**src/rtl/serial_loader.sv**
```systemverilog
// serial_loader: boot-frame loader sitting between the Serial mem port and
// the program RAM write port. Polls the Serial flags, drains rx bytes one at
// a time, parses MAGIC/addr/count/data/checksum and writes 32-bit words.
// Optional feature macro: LOADER_ACK_EN (send an ack byte after the checksum).
module serial_loader #(
    parameter int         ADDR_W  = 18,
    parameter logic [7:0] MAGIC   = 8'hA5,
    parameter logic [7:0] ACK_OK  = 8'h06,
    parameter logic [7:0] ACK_ERR = 8'h15
) (
    input  logic              memClk,
    input  logic              memRst,
    input  logic              enable,
    output logic              serClkEn,
    output logic              serWE,
    output logic [17:0]       serAddr,
    output logic [31:0]       serData,
    input  logic [31:0]       serQ,
    output logic              progWE,
    output logic [ADDR_W-1:0] progAddr,
    output logic [31:0]       progData,
    output logic              busy,
    output logic              done,
    output logic              err
);

    typedef enum logic [2:0] {
        S_IDLE, S_RX_POLL, S_RX_RD, S_RX_CAP, S_TX_POLL, S_TX_WR, S_DONE
    } state_t;

    typedef enum logic [2:0] {
        P_HUNT, P_ADDR, P_CNT, P_DATA, P_CSUM
    } phase_t;

    localparam logic [17:0] SER_TX    = 18'd0;
    localparam logic [17:0] SER_RX    = 18'd1;
    localparam logic [17:0] SER_FLAGS = 18'd2;

    state_t              state_q, state_d;
    phase_t              phase_q, phase_d;
    logic [1:0]          idx_q, idx_d;            // byte index within addr/cnt/word
    logic [31:0]         addr_q, addr_d;          // little-endian load address
    logic [15:0]         cnt_q, cnt_d;            // word count N
    logic [15:0]         word_idx_q, word_idx_d;  // words written so far
    logic [23:0]         word_q, word_d;          // first three bytes of a data word
    logic [7:0]          sum_q, sum_d;            // running checksum
    logic                err_q, err_d;
    logic                prog_we_q, prog_we_d;
    logic [ADDR_W-1:0]   prog_addr_q, prog_addr_d;
    logic [31:0]         prog_data_q, prog_data_d;

    // The byte is consumed straight off serQ at the capture edge; the parser
    // registers below are its stored form.
    logic [7:0]  rx_byte;
    logic [31:0] addr_sum;
    logic [15:0] word_next;

    assign rx_byte   = serQ[7:0];
    assign addr_sum  = addr_q + {16'd0, word_idx_q};
    assign word_next = word_idx_q + 16'd1;

    // Sequencer and frame parser next-state, plus Serial-side strobes.
    always_comb begin
        // NOTE: every output and next-state gets a default first so no path
        // through the case statements leaves a latch behind.
        state_d     = state_q;
        phase_d     = phase_q;
        idx_d       = idx_q;
        addr_d      = addr_q;
        cnt_d       = cnt_q;
        word_idx_d  = word_idx_q;
        word_d      = word_q;
        sum_d       = sum_q;
        err_d       = err_q;
        prog_we_d   = 1'b0;
        prog_addr_d = prog_addr_q;
        prog_data_d = prog_data_q;
        serClkEn    = 1'b0;
        serWE       = 1'b0;
        serAddr     = SER_FLAGS;
        serData     = 32'd0;

        case (state_q)
            S_IDLE: begin
                if (enable) begin
                    state_d    = S_RX_POLL;
                    phase_d    = P_HUNT;
                    err_d      = 1'b0;
                    idx_d      = 2'd0;
                    sum_d      = 8'd0;
                    word_idx_d = 16'd0;
                end
            end
            S_RX_POLL: begin
                if (!serQ[2]) state_d = S_RX_RD;
            end
            S_RX_RD: begin
                serAddr  = SER_RX;
                serClkEn = 1'b1;
                state_d  = S_RX_CAP;
            end
            S_RX_CAP: begin
                serAddr = SER_RX;
                state_d = S_RX_POLL;
                case (phase_q)
                    P_HUNT: begin
                        if (rx_byte == MAGIC) begin
                            phase_d = P_ADDR;
                            idx_d   = 2'd0;
                            sum_d   = 8'd0;
                        end
                    end
                    P_ADDR: begin
                        sum_d  = sum_q + rx_byte;
                        addr_d = {rx_byte, addr_q[31:8]};
                        idx_d  = idx_q + 2'd1;
                        if (idx_q == 2'd3) begin
                            phase_d = P_CNT;
                            idx_d   = 2'd0;
                        end
                    end
                    P_CNT: begin
                        sum_d = sum_q + rx_byte;
                        cnt_d = {rx_byte, cnt_q[15:8]};
                        idx_d = idx_q + 2'd1;
                        if (idx_q == 2'd1) begin
                            idx_d      = 2'd0;
                            word_idx_d = 16'd0;
                            phase_d    = ({rx_byte, cnt_q[15:8]} == 16'd0) ? P_CSUM : P_DATA;
                        end
                    end
                    P_DATA: begin
                        sum_d  = sum_q + rx_byte;
                        word_d = {rx_byte, word_q[23:8]};
                        idx_d  = idx_q + 2'd1;
                        if (idx_q == 2'd3) begin
                            prog_we_d   = 1'b1;
                            prog_addr_d = addr_sum[ADDR_W-1:0];
                            prog_data_d = {rx_byte, word_q};
                            word_idx_d  = word_next;
                            if (word_next == cnt_q) phase_d = P_CSUM;
                        end
                    end
                    P_CSUM: begin
                        err_d   = (rx_byte != sum_q);
                        phase_d = P_HUNT;
`ifdef LOADER_ACK_EN
                        state_d = S_TX_POLL;
`else
                        state_d = S_DONE;
`endif
                    end
                    default: phase_d = P_HUNT;
                endcase
            end
`ifdef LOADER_ACK_EN
            S_TX_POLL: begin
                if (!serQ[0]) state_d = S_TX_WR;
            end
            S_TX_WR: begin
                serAddr  = SER_TX;
                serWE    = 1'b1;
                serClkEn = 1'b1;
                serData  = {24'd0, err_q ? ACK_ERR : ACK_OK};
                state_d  = S_DONE;
            end
`endif
            S_DONE:  state_d = S_IDLE;
            default: state_d = S_IDLE;
        endcase
    end

    // State and datapath registers with synchronous reset.
    always_ff @(posedge memClk) begin
        // NOTE: sequential state uses non-blocking assignments only, so every
        // register samples the pre-edge value of every other register.
        if (memRst) begin
            state_q     <= S_IDLE;
            phase_q     <= P_HUNT;
            idx_q       <= 2'd0;
            addr_q      <= 32'd0;
            cnt_q       <= 16'd0;
            word_idx_q  <= 16'd0;
            word_q      <= 24'd0;
            sum_q       <= 8'd0;
            err_q       <= 1'b0;
            prog_we_q   <= 1'b0;
            prog_addr_q <= '0;
            prog_data_q <= 32'd0;
        end else begin
            state_q     <= state_d;
            phase_q     <= phase_d;
            idx_q       <= idx_d;
            addr_q      <= addr_d;
            cnt_q       <= cnt_d;
            word_idx_q  <= word_idx_d;
            word_q      <= word_d;
            sum_q       <= sum_d;
            err_q       <= err_d;
            prog_we_q   <= prog_we_d;
            prog_addr_q <= prog_addr_d;
            prog_data_q <= prog_data_d;
        end
    end

    assign progWE   = prog_we_q;
    assign progAddr = prog_addr_q;
    assign progData = prog_data_q;
    assign err      = err_q;
    assign done     = (state_q == S_DONE);
    assign busy     = (state_q != S_IDLE) && (state_q != S_DONE);

    // Bits that do not feed any logic in every build configuration.
    logic unused_ok;
    assign unused_ok = ^{serQ[31:8], serQ[0], addr_sum[31:ADDR_W], ACK_OK, ACK_ERR};

endmodule

```
**config.mk**
```make
export PLATFORM = sky130hd
export DESIGN_NAME = serial_loader
export DESIGN_NICKNAME = d
export VERILOG_FILES = /design/src/rtl/serial_loader.sv
export SDC_FILE = /design/constraint.sdc
export NUM_CORES = 1
export LEC_CHECK = 0
export ABC_AREA = 1
export CORE_MARGIN = 2
export CORE_UTILIZATION = 57
export DETAILED_ROUTE_END_ITERATION = 8
export GPL_TIMING_DRIVEN = 0
export HOLD_SLACK_MARGIN = 0.05
export PLACE_DENSITY = 0.85
export SLEW_MARGIN = 20
export SYNTH_ARGS = -nofsm -noshare
export SYNTH_HDL_FRONTEND = slang
export SYNTH_SLANG_ARGS = --single-unit
```
**constraint.sdc**
```tcl
create_clock -name memClk -period 3.8 [get_ports memClk]
set_clock_uncertainty 0.1 [all_clocks]
set_input_delay 0.57 -clock memClk [delete_from_list [all_inputs] [get_ports memClk]]
set_output_delay 0.57 -clock memClk [all_outputs]
set_load 0.005 [all_outputs]
```
==> results_dict.tcl <==
set metrics [dict create \
    drc 0 \
    async_reset_ff_frac 0 \
    drive_gt1_frac 0.102 \
    fillers 1171 \
    layout_common_cells "nand2_1, dfxtp_1, nor2_1, o21ai_0, a21oi_1" \
    drtPass1Iterations 5 \
    seq_power_share 0.464 \
    layout_min_cycle_time_ns 2.69 \
    start_kind "flip-flop" \
    dp_hpwl_um 15200 \
    setup_slack_ns 1.11 \
    synth-main-ff-cell "dfxtp_1" \
    pre_cts_ws_ns 0.988 \
    switchingPower_uw 934 \
    n_antenna_cell 0 \
    gp_congestion 0.961 \
    portBuffers 67 \
    period_share 0.709 \
    rsz0062_at_grt "no" \
    grt_pass1_wl_um 33300 \
    clock_sinks 156 \
    cts_made_buffers 17 \
    ant_nets 0 \
    nets 1307 \
    power_leakage_uw 0.00440 \
    synth_area_mm2 0.00796 \
    final_common_cell "nand2_1" \
    routed_wl_um 21100 \
    synth_edf_count 0 \
    syn_avg_cell_area_um2 7.17 \
    synth.yosys.warnings 0 \
    power.density_mw_per_mm2 374 \
    clk_pin_slew_worst_paths_ns 0.07 \
    synth.area.top_cells "dfxtp_1, nand2_1, o21ai_0" \
    yosys.area.top_type_share 0.393 \
    arrival_ns 2.91 \
    endpoint_kind "flip-flop" \
    status "finished, final reports clean" \
    clock-root-buffer "clkbuf_16" \
    finalSetupViolations 0 \
    clk_latency_ns 0.43 \
    drt-vias-per-instance 5.32 \
    clockPowerShare 0.451 \
    cts_setup_buffers 0 \
    syn_inst 1109 \
    synth_top_area_cell "dfxtp_1" \
    area_delta_synth_final_pct 20.5 \
    rows 43 \
    ios 141 \
    comb_power_share 0.085 \
    drt-initial-drc-count 650 \
    die_h_um 122 \
    core_area_mm2 0.0138 \
    final-hold-violation-count 0 \
    cts_tree "done" \
    die-area_mm2 0.0149 \
    worst-path-max-fanout 6 \
    intPower_uw 2650 \
    ys_ff_latch 156 \
    grt-ovfl-total 0 \
    clockBufferDepth 2 \
    cp.required_ns 4.02 \
    yosysUniqueCellTypes 49 \
    initial_core_util 0.578 \
    grt_antenna_before_repair 0 \
    tightest_slew_ns 0.636 \
    grt_pass1_vias 6815 \
    slew_violations 0 \
    synth.yosys.seq_area_share 0.393 \
    power_uw 3590 \
    slew_headroom 0.574 \
    avgRoutedWirePerCell_um 14.7 \
    grt_max_degree 17 \
    fp.dieW_um 122 \
    drv_cap 0 \
    vias 7646 \
    fmax_mhz 371 \
    max-vdd-ir-drop_mv 0.370 \
    criticalPathCategory "flip-flop to flip-flop" \
    finalSetupTns_ns 0 \
    grt_usage 0.287 \
    swShare 0.260 \
    ctsResizeCount 0 \
    ctsHoldBuffers 0 \
    htree_levels 4 \
    hold_class "flip-flop to flip-flop" \
]
## worst max-delay path: stages, from the launching register on
cell and delay (ns):
dfxtp_1 0.49, ha_1 0.28, fa_1 0.24, nand2_1 0.06
nand2_1 0.06, o21ai_0 0.13, o21ai_0 0.43, nand3_1 0.12
nand2_1 0.13, inv_1 0.07, o21ai_0 0.19, xor2_1 0.09
o21ai_0 0.15, inv_1 0.05
## logic make-up (layout without fill, tap and decap cells)
logic type,Yosys count,after routing,share of synthesized area
and+or+nand+nor,488,488,0.273
AOI/OAI and AO/OA,237,237,0.158
buffers and inverters,188,287,0.118
DFF,156,156,0.393
adders and majority gates,29,29,0.0475
xor gates and xnor gates,10,10,0.0110
other,1,49,0.000471
## state kept, by name, indices dropped and copies added (netlist names), 2 cells and up
name and count:
phase_q 3, state_q 3, progAddr 18, cnt_q 16
word_idx_q 16, addr_q 32, progData 32, idx_q 2
sum_q 8, word_q 24
## cells in the mapped netlist, types with 5 or more instances
master,n
xor2_1,8
buf_2,5
nand2_1,193
inv_1,88
nand4_1,8
nor2_4,8
nor4_1,6
inv_2,9
nand3b_1,5
buf_4,51
nand3_1,83
nor3_1,10
ha_1,27
clkbuf_1,26
nor2_1,154
o21ai_0,122
dfxtp_1,156
a21oi_1,93
## metrics by stage
| step | cells | util | hold slack, ns | cell area, µm² |
|---|---|---|---|---|
| 3_3_place_gp | 1404 | 0.656 | 0.352 | 9030 |
| 5_1_grt | 1436 | 0.696 | 0.385 | 9590 |
| 2_1_floorplan | 1157 | - | 0.336 | 8140 |
| 4_1_cts | 1436 | 0.696 | 0.363 | 9590 |
| 3_5_place_dp | 1404 | 0.656 | 0.351 | 9030 |
| 6_report | 1436 | 0.696 | 0.368 | 9590 |
## power groups by stage
stage | registers (µW) | logic, µW | clock network [µW]
floorplan | 1700 | 216 | 0
global placement | 1700 | 292 | 0
detailed placement | 1700 | 296 | 0
CTS | 1660 | 299 | 1620
global route | 1670 | 336 | 1700
finish | 1670 | 304 | 1620
## metal layers
layer / track usage / part of all wire / wire length, µm / up-vias
met5: 0 / 0 / 0 / -
met4: 0.108 / 0.029 / 603 / 0
met3: 0.0660 / 0.072 / 1520 / 44
met2: 0.464 / 0.46 / 9820 / 297
met1: 0.375 / 0.43 / 9190 / 3491
li1: - / - / - / 3814
## final cells by class
class,instances,area (µm²),area share
multi-input cells,813,4070,0.425
repair buffers,67,671,0.0699
clock buffers,20,457,0.0476
flip-flops and latches,156,3120,0.326
well taps,180,225,0.0235
inverters,97,364,0.0380
clock inverters,12,101,0.0106
plain buffers,91,574,0.0599
## path summary, 6_finish.rpt
kind	from	to	slack (ns)	cells after the start
setup / recovery	word_idx_q[0]	progAddr[10]	1.11	13
hold / removal	word_q[12]	progData[12]	0.37	2
hold reg to reg	word_q[12]	progData[12]	0.37	2
setup reg to reg	word_idx_q[0]	progAddr[10]	1.11	13
No activity file was read; power rests on OpenSTA's default activity.
